### src/rtl/rom_port_arbiter.sv
// Two-requester arbiter for the single-read-port instruction ROM.
// One ROM read at a time; ties are broken round-robin against the last owner.
module rom_port_arbiter #(
  parameter int ADDR_W  = 8,
  parameter int DATA_W  = 32,
  parameter int ROM_LAT = 1
) (
  input  logic              iCLK,
  input  logic              iRST_n,
  input  logic              ic_req,
  input  logic [ADDR_W-1:0] ic_addr,
  output logic [DATA_W-1:0] ic_data,
  output logic              ic_valid,
  input  logic              dp_req,
  input  logic [ADDR_W-1:0] dp_addr,
  output logic [DATA_W-1:0] dp_data,
  output logic              dp_valid,
  output logic [ADDR_W-1:0] rom_addr,
  output logic              rom_rd,
  input  logic [DATA_W-1:0] rom_data,
  output logic              busy,
  output logic              owner
);

  typedef enum logic [1:0] {
    S_IDLE,
    S_ISSUE,
    S_WAIT,
    S_RESP
  } state_e;

  localparam logic [2:0] LAT_M1 = 3'(ROM_LAT - 1);

  state_e            state_q, state_d;
  logic [2:0]        cnt_q, cnt_d;
  logic              owner_q, owner_d;
  logic              last_owner_q, last_owner_d;
  logic [ADDR_W-1:0] rom_addr_q, rom_addr_d;
  logic              rom_rd_q, rom_rd_d;
  logic              busy_q, busy_d;
  logic [DATA_W-1:0] ic_data_q, ic_data_d;
  logic [DATA_W-1:0] dp_data_q, dp_data_d;
  logic              ic_valid_q, ic_valid_d;
  logic              dp_valid_q, dp_valid_d;
  logic              winner;

  // Next-state and next-output logic for the arbitration FSM.
  always_comb begin
    // NOTE: every signal gets a default before the case, so no path can leave
    // one unassigned and infer a latch.
    state_d      = state_q;
    cnt_d        = cnt_q;
    owner_d      = owner_q;
    last_owner_d = last_owner_q;
    rom_addr_d   = rom_addr_q;
    ic_data_d    = ic_data_q;
    dp_data_d    = dp_data_q;
    rom_rd_d     = 1'b0;
    ic_valid_d   = 1'b0;
    dp_valid_d   = 1'b0;
    winner       = 1'b0;

    unique case (state_q)
      S_IDLE: begin
        if (ic_req || dp_req) begin
          // On a tie the side that did not win last time goes first.
          winner     = (ic_req && dp_req) ? ~last_owner_q : dp_req;
          owner_d    = winner;
          rom_addr_d = winner ? dp_addr : ic_addr;
          rom_rd_d   = 1'b1;
          state_d    = S_ISSUE;
        end
      end
      S_ISSUE: begin
        cnt_d   = LAT_M1;
        state_d = S_WAIT;
      end
      S_WAIT: begin
        if (cnt_q == 3'd0) begin
          if (owner_q) begin
            dp_data_d  = rom_data;
            dp_valid_d = 1'b1;
          end else begin
            ic_data_d  = rom_data;
            ic_valid_d = 1'b1;
          end
          state_d = S_RESP;
        end else begin
          cnt_d = cnt_q - 3'd1;
        end
      end
      S_RESP: begin
        last_owner_d = owner_q;
        state_d      = S_IDLE;
      end
      default: state_d = S_IDLE;
    endcase

    busy_d = (state_d != S_IDLE);
  end

  // All FSM state and registered outputs; reset abandons any transaction.
  always_ff @(posedge iCLK or negedge iRST_n) begin
    if (!iRST_n) begin
      state_q      <= S_IDLE;
      cnt_q        <= 3'd0;
      owner_q      <= 1'b0;
      last_owner_q <= 1'b1;
      rom_addr_q   <= '0;
      rom_rd_q     <= 1'b0;
      busy_q       <= 1'b0;
      ic_data_q    <= '0;
      dp_data_q    <= '0;
      ic_valid_q   <= 1'b0;
      dp_valid_q   <= 1'b0;
    end else begin
      // NOTE: non-blocking assignments so every flop samples pre-edge values.
      state_q      <= state_d;
      cnt_q        <= cnt_d;
      owner_q      <= owner_d;
      last_owner_q <= last_owner_d;
      rom_addr_q   <= rom_addr_d;
      rom_rd_q     <= rom_rd_d;
      busy_q       <= busy_d;
      ic_data_q    <= ic_data_d;
      dp_data_q    <= dp_data_d;
      ic_valid_q   <= ic_valid_d;
      dp_valid_q   <= dp_valid_d;
    end
  end

  assign ic_data  = ic_data_q;
  assign dp_data  = dp_data_q;
  assign ic_valid = ic_valid_q;
  assign dp_valid = dp_valid_q;
  assign rom_addr = rom_addr_q;
  assign rom_rd   = rom_rd_q;
  assign busy     = busy_q;
  assign owner    = owner_q;

endmodule
### config.mk
export PLATFORM = sky130hd
export DESIGN_NAME = rom_port_arbiter
export DESIGN_NICKNAME = d
export VERILOG_FILES = /design/src/rtl/rom_port_arbiter.sv
export SDC_FILE = /design/constraint.sdc
export NUM_CORES = 1
export LEC_CHECK = 0
export BUFFER_PORTS_ARGS = -buffer_cell sky130_fd_sc_hd__buf_4
export CORE_MARGIN = 4
export CORE_UTILIZATION = 54
export CTS_BUF_LIST = sky130_fd_sc_hd__clkbuf_8
export CTS_CLUSTER_SIZE = 12
export DETAILED_ROUTE_END_ITERATION = 12
export PLACE_DENSITY = 0.95
export SLEW_MARGIN = 15
export SYNTH_ARGS = -nofsm -noshare
export SYNTH_HDL_FRONTEND = slang
export SYNTH_SLANG_ARGS = --single-unit
### constraint.sdc
create_clock -name iCLK -period 4.8 [get_ports iCLK]
set_clock_uncertainty 0.2 [all_clocks]
set_input_delay 0.24 -clock iCLK [delete_from_list [all_inputs] [get_ports iCLK]]
set_output_delay 0.24 -clock iCLK [all_outputs]
set_load 0.01 [all_outputs]
==> results.ini, run 1 <==
[place]
io_buffers = 128
place_area_um2 = 4330
dpl_worst_slack_ns = 1.97
place.gp.congestion = 0.733
place_hpwl_um = 5180

[timing]
clock.fmax_ghz = 0.351
rsz0062_at_grt = no
fin_crit_sh_pct = 59.4
worst-slew-pin-transition_ns = 1.00
final-hold-violation-count = 0
slew_headroom_pct = 33.2
finalMaxSlewViolations = 0
setup_viol = 0
setup-tns-final_ns = 0
fin_ws_ns = 1.95
post-route-min-period_ns = 2.85

[detailed_routing]
first_pass_iters = 4
vias_per_cell = 5.22
routed_wl_um = 9030
drtIter0Drc = 88
ant_nets = 0
vias = 2498
drc = 0
wl_per_cell_um = 18.8

[global_routing]
grt_max_degree = 84
track_usage_pct = 25.6
grt_pass1_wl_um = 14600
met1_usage_pct = 30.3
grt_pass1_vias = 2911
use_met3_pct = 8.56
grt_use_met2_pct = 43.8
overflow = 0
grt-busiest-layer = met2
antenna_found_initial = 0

[logic_synthesis]
ys_seq_elements = 83
syn_inst = 222
synth_common_cells = dfrtp_1 (82), mux2_2 (45), mux2_4 (20)
synth.avg_cell_area_um2 = 15.0
yosys_most_used_dff = dfrtp_1
syn_area_um2 = 3330
synthTopCellsByArea = dfrtp_1 (62%), mux2_2 (15%), mux2_4 (9.0%)
ys_seq_area_share_pct = 62.4
synth_top_area_cell = dfrtp_1
yosys.area.top_type_share_pct = 61.7
syn-num-nets = 281
async_flop_share_pct = 100
yosys_warnings = 0
synthDistinctLibCells = 25
post-synth-top-count-cell = dfrtp_1
synth_edf_count = 0

[worst_setup_path]
critPathKind = register to register
worstSetupEndpointType = register
worst_r2r_path_depth = 7
setup.worst_path.start = cnt_q[0]
reg2reg_to = ic_data[1]
cp_max_fo = 27
endpoint = ic_data[1]
start_kind = register
cp.arrival_ns = 2.87
r2r_slack_ns = 1.95
crit_required_ns = 4.82
rr_startpoint = cnt_q[0]

[power]
ir_drop_mv = 0.466
p_per_area_nw_per_um2 = 693
total_leakage_power_nw = 2.47

[floorplanning]
die_area_um2 = 7480
start_util_pct = 55.9
die_height_um = 86.5
core_area_um2 = 5960
rows = 28
die_w_um = 86.5
pin_count = 129

[clocking]
path_clk_slew_ns = 0.08
ctsResizeCount = 0
cts_tree = built
cts-root-buf = clkbuf_8
cts_buffer_depth = 2
ctsHtreeMaxLevel = 3
cts_sinks = 83
clock_latency_ns = 0.34
numCtsBuffers = 9

[final_layout]
nets = 458
area_growth_pct = 51.2
nFillCells = 288
post-route-util_pct = 84.5
n_antenna_cell = 0
design_area_um2 = 5030
drive_gt1_share_pct = 53.0

[job]
maxCapViolations = 0

[hold_path]
hold_path.class = input port to register

[run_status]
status = finished, final reports clean

[worst min-delay path by stage]
stage,to,depth (start not counted),startpoint,slack (ns)
3_3_place_gp,dp_data[4],1,iRST_n,0.26
3_5_place_dp,dp_data[4],1,iRST_n,0.28
2_1_floorplan,busy,0,iRST_n,-0.26
4_1_cts,rom_addr[4],3,dp_addr[4],0.005
5_1_grt,rom_addr[0],3,dp_addr[0],0.02
6_report,rom_addr[0],3,dp_addr[0],0.03
[layout by cell type (no fill, tap or decap)]
cell type	netlist	routed
mux2_2	45	45
or2_2	1	2
clkinv_1	2	2
a21boi_1	1	1
ha_1	7	7
bufinv_16	0	3
buf_4	0	128
dfrtp_1	82	82
dlygate4sd3_1	0	46
nor2_1	11	11
nand2b_1	1	1
nand3_2	0	1
nor3_1	1	1
a22o_1	2	2
mux2i_1	2	2
nand2_1	9	9
o21ai_2	1	1
mux2_4	20	20
clkinv_2	0	2
a21bo_2	1	1
a311oi_1	1	1
o22ai_1	1	1
dfstp_2	1	1
inv_1	6	7
clkbuf_8	0	10
a21oi_1	17	17
[worst max-delay path: stages (launching register included)]
cell      delay (ns)
dfrtp_1         0.34
inv_1           0.06
ha_1            0.20
ha_1            0.26
nand2_1         0.09
or2_2           0.69
clkinv_1        0.48
mux2_2          0.40
[where the power goes]
| group | internal [W] | switching [W] | total, W |
|---|---|---|---|
| sequential | 0.00105 | 0.000217 | 0.00127 |
| combinational | 0.000935 | 0.000681 | 0.00162 |
| clock | 0.000357 | 0.000244 | 0.000600 |
| total | 0.00234 | 0.00114 | 0.00349 |
[routing by layer]
metal	part of all wire [%]	routed length, µm
met5	0	0
met3	8.5	764
met1	39	3540
met4	2.0	180
met2	50	4540
[what timing repair did]
| item | in CTS | in global routing |
|---|---|---|
| buffers inserted | 0 | 0 |
| hold endpoints to repair | 154 | 0 |
| hold buffers | 46 | 0 |
| setup endpoints to repair | 0 | 0 |
[sequential cells by signal, indices dropped and copies added (netlist names)]
name / flops
state_q: 2
last_owner_q: 1
rom_addr: 8
dp_valid: 1
owner: 1
ic_valid: 1
busy: 1
cnt_q: 3
dp_data: 32
ic_data: 32
rom_rd: 1
[cells by family after synthesis]
group	synth area share, %
compound gates	4.32
fa+ha+maj	2.63
buf+inv	2.63
flops	62.4
mux	24.8
simple gates	3.12
[cell type report]
type,instances,area (µm²),share of cell area [%]
clock inverter,6,104,2.06
tap,75,93.8,1.86
sequential,83,2080,41.3
multi-input combinational,123,1170,23.2
inverter,8,30.0,0.597
clock buffer,10,138,2.73
timing repair buffer,174,1420,28.2
[stage by stage]
| stage | std cells | total power, W | hold WS, ns |
|---|---|---|---|
| after floorplan | 222 | 0.00207 | -0.256 |
| after global placement | 417 | 0.00270 | 0.263 |
| after detailed placement | 417 | 0.00278 | 0.278 |
| after CTS | 479 | 0.00345 | 0.00473 |
| after global routing | 479 | 0.00367 | 0.0220 |
| final | 479 | 0.00349 | 0.0326 |
(Power assumes the default switching activity.)
==> run 2: changes to the inputs <==
Settings changed: CORE_UTILIZATION 54 to 45, PLACE_DENSITY 0.95 to 0.9.
Clock period 4.8 ns to 2.29 ns, I/O delays scaled along.
==> run 2 against run 1 <==
Against the previous run: sequential cell count unchanged; via count down 1.2%; clock power is 85% higher; sequential share of layout area decreased by 1.0 points; cell area rose by 2.5%; largest cell class unchanged; highest routed layer unchanged.
==> results.ini, run 2 (same netlist as run 1, synthesis figures left out) <==
[detailed_routing]
routed_wl_um = 8450
vias_per_cell = 4.80
first_pass_iters = 4
ant_nets = 0
wl_per_cell_um = 16.4
drc = 0
drtIter0Drc = 46
vias = 2467

[hold_path]
hold_path.class = input port to register
hold_start = ic_req
hold_depth = 4
worstHoldEndpoint = rom_addr[5]

[power]
total_leakage_power_nw = 2.52
ir_drop_mv = 0.767
finalPower_w = 0.00707
p_per_area_nw_per_um2 = 1370

[worst_setup_path]
cp.arrival_ns = 2.10
worstSetupEndpointType = register
worst_path_max_delay_cell = or2_2
reg2reg_to = ic_data[1]
worst_r2r_path_depth = 7
rr_startpoint = cnt_q[0]
cp_max_fo = 7
crit_path_cell_trace = inv_1, ha_1, ha_1, nand2_1, or2_2, clkinv_1, mux2_2
start_kind = register
cp_top_family = simple AND/OR/NAND/NOR gates
cp.buffers_inverters = 2
critPathKind = register to register
cp_common_cell = ha_1
slowest_delay_ns = 0.37
r2r_slack_ns = 0.21
crit_required_ns = 2.30

[floorplanning]
core_area_um2 = 7210
rows = 31
pin_count = 129
die_area_um2 = 8840
die_height_um = 94
die_w_um = 94
start_util_pct = 46.1

[global_routing]
track_usage_pct = 19.2
antenna_found_initial = 0
overflow = 0
grt_pass1_vias = 2665
grt_max_degree = 49
grt_pass1_wl_um = 13200

[place]
io_buffers = 128
place.gp.congestion = 0.757
place_hpwl_um = 5720

[clocking]
path_clk_slew_ns = 0.08
cts_setup_buffers = 0
cts_sinks = 83
ctsHtreeMaxLevel = 3
numCtsBuffers = 9
cts-root-buf = clkbuf_8
cts_buffer_depth = 2
cts_tree = built
clock_latency_ns = 0.33

[timing]
worst-slew-pin-transition_ns = 0.669
slew_headroom_pct = 55.3
fin_crit_sh_pct = 91.0
finalMaxSlewViolations = 0
post-route-min-period_ns = 2.08
setup_viol = 0
setup-tns-final_ns = 0
rsz0062_at_grt = no
final-hold-violation-count = 0
clock.fmax_ghz = 0.480

[final_layout]
layout_commonest_cell = buf_4
drive_gt1_share_pct = 53.0
nFillCells = 472
layout_common_cells = buf_4 (132), dfrtp_1 (82), dlygate4sd3_1 (51)
area_growth_pct = 55.0
n_antenna_cell = 0
nets = 469

[job]
maxCapViolations = 0

[run_status]
status = finished, final reports clean

## run 2: cell count changes in the layout (fill, tap and decap cells not counted)
cell	before	now
clkinv_2	2	1
clkinvlp_4	0	2
dlygate4sd3_1	46	51
buf_12	0	2
clkbuf_8	10	9
buf_4	128	132
inv_6	0	1
bufinv_16	3	2
## run 2: power breakdown
| part | internal [W] | total, W | switching, W |
|---|---|---|---|
| sequential | 0.00221 | 0.00265 | 0.000437 |
| clock | 0.000612 | 0.00111 | 0.000501 |
| combinational | 0.00193 | 0.00331 | 0.00138 |
| total | 0.00475 | 0.00707 | 0.00231 |
## run 2: routing by layer
metal	up-vias	share of wire, %	GRT usage (%)
met2	103	51	33.4
met4	0	1.7	6.38
met3	13	6.5	4.49
li1	1141	-	-
met5	-	0	0
met1	1210	41	23.4
## run 2: how the worst max path moves through the flow
| stage | start | endpoint | cells after the start |
|---|---|---|---|
| floorplan | cnt_q[0] | ic_data[0] | 9 |
| global placement | cnt_q[0] | ic_data[2] | 7 |
| detailed placement | cnt_q[0] | ic_data[1] | 7 |
| CTS | cnt_q[0] | ic_data[1] | 7 |
| global route | cnt_q[0] | ic_data[1] | 7 |
| finish | cnt_q[0] | ic_data[1] | 7 |
## run 2: through the flow
step	util (%)	hold WS [ns]	cells	area, µm²	setup WS [ns]
6_report	71.5	0.0853	514	5160	0.206
5_1_grt	71.5	0.117	514	5160	0.134
4_1_cts	71.5	0.0683	514	5160	0.213
3_5_place_dp	61.4	-0.101	447	4430	0.214
3_3_place_gp	61.4	-0.100	447	4430	0.307
2_1_floorplan	-	-0.381	222	3330	0.304
## run 2: timing repair
action	CTS	global route
endpoints found under the hold margin	156	0
gates resized for setup	0	0
hold buffers	51	0
## run 2: worst register-to-register path: stages (launching register included)
cell      delay, ns
dfrtp_1        0.36
inv_1          0.08
ha_1           0.16
ha_1           0.17
nand2_1        0.06
or2_2          0.37
clkinv_1       0.21
mux2_2         0.37
## run 2: area by class of cell
type / count / area [µm²] / area share (%)
multi-input combinational: 123 / 1170 / 22.6
clock buffer: 9 / 124 / 2.40
clock inverter: 7 / 92.6 / 1.80
tap: 99 / 124 / 2.40
timing repair buffer: 185 / 1540 / 29.9
inverter: 8 / 30.0 / 0.582
sequential: 83 / 2080 / 40.3
